[src/rtl/sb_stream_unpacker_if.sv]
// Stream and control bundle for sb_stream_unpacker: packed words in,
// extended P-bit values out, plus the per-stream configuration pulse.
interface sb_stream_unpacker_if #(
  parameter int N  = 16,
  parameter int PW = 5
);
  logic          i_start;
  logic [PW-1:0] i_prec;
  logic          i_sext;
  logic          i_valid;
  logic [N-1:0]  i_data;
  logic          i_last;
  logic          o_ready;
  logic          o_valid;
  logic [N-1:0]  o_data;
  logic          i_ready;
  logic          o_done;

  modport master (
    output i_start, i_prec, i_sext, i_valid, i_data, i_last, i_ready,
    input  o_ready, o_valid, o_data, o_done
  );

  modport slave (
    input  i_start, i_prec, i_sext, i_valid, i_data, i_last, i_ready,
    output o_ready, o_valid, o_data, o_done
  );
endinterface

[src/rtl/sb_stream_unpacker.sv]
// Unpacks LSB-first P-bit values straddling N-bit words into one extended
// N-bit value per output handshake, using a 2N-bit shift buffer.
module sb_stream_unpacker #(
  parameter int N  = 16,
  parameter int PW = 5,
  parameter int CW = 6
) (
  input logic clk,
  input logic rst,
  sb_stream_unpacker_if.slave s
);
  localparam logic [CW-1:0] N_C = CW'(N);
  localparam logic [PW-1:0] N_P = PW'(N);

  logic [2*N-1:0] buf_q, buf_sh, buf_n;
  logic [CW-1:0]  cnt_q, cnt_sh, cnt_n, prec_c;
  logic [PW-1:0]  prec_q, prec_in;
  logic           sext_q, last_q, last_n, done_q, done_n;
  logic           push, pop;
  logic [N-1:0]   lo, sgn_v, data;
  logic           sgn;

  assign prec_c  = CW'(prec_q);
  assign prec_in = (s.i_prec == '0 || s.i_prec > N_P) ? N_P : s.i_prec;

  assign s.o_ready = !rst && !s.i_start && !last_q && (cnt_q <= N_C);
  assign s.o_valid = !rst && (cnt_q >= prec_c);
  assign s.o_done  = done_q;

  assign pop  = s.o_valid && s.i_ready;
  assign push = s.i_valid && s.o_ready;

  // Pop first so a same-cycle push lands right after the surviving bits.
  always_comb begin
    buf_sh = pop ? (buf_q >> prec_q) : buf_q;
    cnt_sh = pop ? (cnt_q - prec_c) : cnt_q;
    buf_n  = buf_sh;
    cnt_n  = cnt_sh;
    last_n = last_q;
    done_n = 1'b0;
    if (push) begin
      buf_n  = buf_sh | ({{N{1'b0}}, s.i_data} << cnt_sh);
      cnt_n  = cnt_sh + N_C;
      last_n = last_q | s.i_last;
    end
    if (last_q && (cnt_n < prec_c)) begin
      buf_n  = '0;
      cnt_n  = '0;
      last_n = 1'b0;
      done_n = 1'b1;
    end
  end

  // Bits at and above P come from the extension bit, not the buffer.
  always_comb begin
    lo    = buf_q[N-1:0];
    sgn_v = lo >> (prec_q - 1'b1);
    sgn   = sext_q & sgn_v[0];
    data  = '0;
    for (int i = 0; i < N; i++)
      data[i] = (i < int'(prec_q)) ? lo[i] : sgn;
  end
  assign s.o_data = data;

  always_ff @(posedge clk) begin
    if (rst) begin
      buf_q  <= '0;
      cnt_q  <= '0;
      prec_q <= N_P;
      sext_q <= 1'b0;
      last_q <= 1'b0;
      done_q <= 1'b0;
    end else if (s.i_start) begin
      buf_q  <= '0;
      cnt_q  <= '0;
      prec_q <= prec_in;
      sext_q <= s.i_sext;
      last_q <= 1'b0;
      done_q <= 1'b0;
    end else begin
      buf_q  <= buf_n;
      cnt_q  <= cnt_n;
      last_q <= last_n;
      done_q <= done_n;
    end
  end
endmodule

[src/flat_wrapper.sv]
// flat-port wrapper written by rule: the top's interface ports become plain ports
module sb_stream_unpacker_flat 
#(
  parameter int N  = 16,
  parameter int PW = 5,
  parameter int CW = 6
)
  (clk, rst, s_i_start, s_i_prec, s_i_sext, s_i_valid, s_i_data, s_i_last, s_i_ready, s_o_ready, s_o_valid, s_o_data, s_o_done);
  sb_stream_unpacker_if #(.N(N), .PW(PW)) s_i ();
  input logic clk;
  input logic rst;
  input wire logic [$bits(s_i.i_start)-1:0] s_i_start;
  input wire logic [$bits(s_i.i_prec)-1:0] s_i_prec;
  input wire logic [$bits(s_i.i_sext)-1:0] s_i_sext;
  input wire logic [$bits(s_i.i_valid)-1:0] s_i_valid;
  input wire logic [$bits(s_i.i_data)-1:0] s_i_data;
  input wire logic [$bits(s_i.i_last)-1:0] s_i_last;
  input wire logic [$bits(s_i.i_ready)-1:0] s_i_ready;
  output wire logic [$bits(s_i.o_ready)-1:0] s_o_ready;
  output wire logic [$bits(s_i.o_valid)-1:0] s_o_valid;
  output wire logic [$bits(s_i.o_data)-1:0] s_o_data;
  output wire logic [$bits(s_i.o_done)-1:0] s_o_done;
  assign s_i.i_start = s_i_start;
  assign s_i.i_prec = s_i_prec;
  assign s_i.i_sext = s_i_sext;
  assign s_i.i_valid = s_i_valid;
  assign s_i.i_data = s_i_data;
  assign s_i.i_last = s_i_last;
  assign s_i.i_ready = s_i_ready;
  assign s_o_ready = s_i.o_ready;
  assign s_o_valid = s_i.o_valid;
  assign s_o_data = s_i.o_data;
  assign s_o_done = s_i.o_done;
  sb_stream_unpacker #(.N(N), .PW(PW), .CW(CW)) u_core (.clk(clk), .rst(rst), .s(s_i));
endmodule
[config.mk]
export PLATFORM = sky130hd
export DESIGN_NAME = sb_stream_unpacker_flat
export DESIGN_NICKNAME = d
export VERILOG_FILES = /design/src/rtl/sb_stream_unpacker_if.sv /design/src/rtl/sb_stream_unpacker.sv /design/src/flat_wrapper.sv
export SDC_FILE = /design/constraint.sdc
export NUM_CORES = 1
export LEC_CHECK = 0
export ABC_AREA = 1
export CORE_MARGIN = 2
export CORE_UTILIZATION = 60
export DETAILED_ROUTE_END_ITERATION = 7
export PLACE_DENSITY = 0.83
export SKIP_CTS_REPAIR_TIMING = 1
export SYNTH_ARGS = -nofsm -noshare
export SYNTH_HDL_FRONTEND = slang
export SYNTH_SLANG_ARGS = --single-unit
[constraint.sdc]
create_clock -name clk -period 8.3 [get_ports clk]
set_clock_uncertainty 0.1 [all_clocks]
set_input_delay 1.245 -clock clk [delete_from_list [all_inputs] [get_ports clk]]
set_output_delay 1.245 -clock clk [all_outputs]
set_load 0.03 [all_outputs]
==> impl_metrics.csv <==
group,metric,value,unit
outcome,run_status,"finished clean",
place,placement.cell_area,0.00561,sq mm
setup_path,critical_path_peak_fanout,39,
timing,setup_violations,0,
die,core_region_area,0.00859,sq mm
die,dieWidth,97.3,microns
timing,achievable-frequency,167,MHz
final_layout,synthToLayoutAreaGrowth,8.99,%
clock_tree,tritoncts,"done",
setup_path,cp_slowest_cell,"o21ai_4",
global_route,largest_net_degree_at_the_start_of_global_routing,46,
power,net_switching_fraction_of_the_power,0.396,
die,design.portCount,47,
clock_tree,sink_count_of_the_clock_tree,46,
synthesis,yosys_register_bits,46,
worst_hold_path,timing.hold.worst.class,"reg2reg",
power,net-switching-power,235,uW
power,power.ir.vdd_worst,0.0732,mV
synthesis,yosys.cell_types.count,54,
synthesis,mappedNetlistNets,966,
timing,final-max-slew-violation-count,0,
timing,min_period,5990,ps
routing,detail_route.wirelength,17800,microns
setup_path,crit_chain,"clkinv_1, ha_1, nand2_1, inv_2, nand3_2, nand3_2, nand3_2, o21ai_4, inv_1, ha_1, nand2_1, inv_1, nand2_1, nand3b_1, nand2_1, nand2_2, nand2_2, a21oi_1",
routing,antenna_violating_nets_post_route,0,
setup_path,cells_on_worst_reg2reg_path,18,
synthesis,synth_area_per_cell,5.64,sq um
routing,highest_layer,"met4",
synthesis,synthCells,925,
worst_hold_path,holdCritStartpoint,"u_core.buf_q[31]",
clock_tree,worst_setup_hold_path_clk_slew,80,ps
routing,met1Wirelength,7260,microns
setup_path,slowest_delay,840,ps
timing,unrepaired_setup_endpoints_after_global_routing,"false",
place,detailedPlacementHpwl,14200,microns
timing,final.period_utilization,0.722,
clock_tree,clock-root-buffer,"clkbuf_8",
routing,drtIter0Drc,618,
power,power.internal,357,uW
global_route,wire_length_of_the_first_global_routing_pass,29500,microns
power,power_frac_seq,0.393,
place,port_buffers,46,
final_layout,n_fill_cell,846,
final_layout,proportion_of_layout_cells_with_a_drive_suffix_above_1,0.0559,
die,initial_core_util,0.607,
global_route,globalRoute.totalOverflow,0,
clock_tree,cts_made_buffers,5,
final_layout,antennaDiodeCount,0,
routing,drt_drc_violations_left,0,
setup_path,critPathKind,"reg2reg",
setup_path,crit_top_cell,"nand2_1",
clock_tree,clock_tree.htree_level_count,2,
die,die_y,97.3,microns
global_route,globalRouteTotalUtil,0.375,
setup_path,crit_cells,18,
timing,slew_headroom,0.120,
clock_tree,number_of_buffers_on_the_longest_clock_path,2,
power,power.total,592,uW
power,comb_power_share,0.389,
routing,routed_len_inst,17.1,microns
routing,met2WireLength,8400,microns
setup_path,cpLargestDelayFamily,"simple AND/OR/NAND/NOR gates",
synthesis,asyncSetResetFlopFracSynth,0,
timing,hold_violations,0,
setup_path,cp_data_arrival_time,6020,ps
setup_path,worstReg2RegStart,"u_core.prec_q[3]",
clock_tree,clock_latency,300,ps
power,p_clk_frac,0.218,
routing,met3_length,1490,microns
die,placement_rows,34,
power,power.density_cell_area,104,mW/mm^2
synthesis,synthesis.area,0.00522,sq mm
setup_path,regToRegSetupSlack,2310,ps
routing,vias,6540,
routing,vias_per_cell,6.29,
die,area_enclosed_by_the_die_boundary,0.00946,sq mm
power,power.leakage,0.00241,uW
place,gp_congestion,0.988,
setup_path,worstSetupEndpointType,"register",
timing,worstMarginPinSlew,1310,ps
setup_path,worst-path-buf-inv,4,
final_layout,fin_area,0.00569,sq mm
setup_path,cp-endpoint,"u_core.buf_q[28]",
global_route,number_of_antenna_violations_at_the_first_check_in_global_routing,0,
timing,setup_total_negative_slack,0,ps
final_layout,nets,972,
routing,drt-pass1-iter-count,7,
setup_path,setup.worst_path.start_class,"register",
setup_path,critPathRequiredTime,8330,ps
synthesis,synth_edf_count,0,
synthesis,synth_sequential_area_ratio,0.176,
synthesis,dominantRegCellSynth,"dfxtp_1",
synthesis,ys_warn_count,0,
setup_path,startpoint,"u_core.prec_q[3]",
global_route,grt_pass1_vias,5991,
setup_path,crit-reg2reg-capture,"u_core.buf_q[28]",
flow_run,drv.max_cap_violation_count,0,
## Yosys cell counts, types with 7 or more instances
| library cell | number | area, sq um |
|---|---|---|
| dfxtp_1 | 46 | 921 |
| nand4_1 | 14 | 87.6 |
| buf_2 | 20 | 100 |
| nand3_1 | 167 | 836 |
| nand2_1 | 254 | 953 |
| o22ai_1 | 8 | 50.1 |
| o21ai_0 | 93 | 465 |
| ha_1 | 12 | 150 |
| clkbuf_1 | 27 | 101 |
| inv_1 | 73 | 274 |
| a21oi_2 | 10 | 87.6 |
| a21oi_1 | 48 | 240 |
| a22oi_1 | 8 | 60.1 |
| a31oi_1 | 7 | 43.8 |
| nor2_1 | 53 | 199 |
## layout make-up
| type | count | area, sq um | share of cell area |
|---|---|---|---|
| repair buffers | 53 | 513 | 0.0902 |
| inverters | 82 | 314 | 0.0552 |
| clock buffers | 5 | 68.8 | 0.0121 |
| well taps | 108 | 135 | 0.0238 |
| clock inverters | 2 | 10.0 | 0.00176 |
| flip-flops and latches | 46 | 921 | 0.162 |
| multi-input cells | 743 | 3730 | 0.655 |
## worst min-delay path, delay by kind of cell (launching register included)
family | cells | cell delay (ps)
compound gates | 2 | 130
flops | 1 | 310
## flip-flops by register name, indices dropped and copies added (netlist names)
| register | count |
|---|---|
| u_core.s.o_done | 1 |
| u_core.prec_q | 5 |
| u_core.last_q | 1 |
| u_core.sext_q | 1 |
| u_core.buf_q | 32 |
| u_core.cnt_q | 6 |
## power by group through the flow
stage,Sequential (uW),Clock [uW],Combinational [uW]
final,233,129,230
after global routing,233,137,253
after CTS,232,129,225
after detailed placement,237,0,224
after global placement,237,0,221
after floorplan,234,0,162
## routing by layer
metal | vias up | global-route usage
met4 | 0 | 0.140
met5 | - | 0
met2 | 375 | 0.635
met3 | 69 | 0.0360
li1 | 3153 | -
met1 | 2943 | 0.497
## cells in the final DEF (no fill, tap or decap), drive strengths merged, types with 3 or more instances in the layout
cell           count
nand2            261
nand3            170
o21ai             98
inv               80
a21oi             58
nor2              57
clkdlybuf4s50     46
dfxtp             46
nand4             14
ha                12
o22ai              8
a22oi              8
a31oi              7
buf                7
nor3               6
o211ai             6
clkbuf             5
or2                5
mux2i              4
clkinv             4
and2               3
o2111ai            3
o21a               3
xnor2              3
## through the flow
step	utilization	setup slack (ps)	instances	hold WS (ps)
2_1_floorplan	-	4060	925	342
3_3_place_gp	0.653	2730	1032	371
3_5_place_dp	0.653	2460	1032	371
4_1_cts	0.662	2460	1039	382
5_1_grt	0.662	1820	1039	402
6_report	0.662	2310	1039	379
## cell families (layout without fill, tap and decap cells)
logic type / after synthesis / count (layout) / synth area share
multiplexers: 4 / 4 / 0.00767
AND/OR/NAND/NOR: 519 / 519 / 0.441
buffers and inverters: 136 / 142 / 0.110
adder cells (fa/ha/maj): 13 / 13 / 0.0326
flip-flops: 46 / 46 / 0.176
AO/OA/AOI/OAI: 203 / 203 / 0.226
XOR/XNOR: 4 / 4 / 0.00671
## worst min path at each step
stage | end | slack (ps) | depth (start not counted)
after detailed placement | u_core.buf_q[31] | 370 | 2
after global placement | u_core.last_q | 370 | 2
after floorplan | u_core.last_q | 340 | 2
final | u_core.buf_q[31] | 380 | 2
after global routing | u_core.buf_q[31] | 400 | 2
after CTS | u_core.buf_q[31] | 380 | 2
Power figures use the tool's default switching activity.
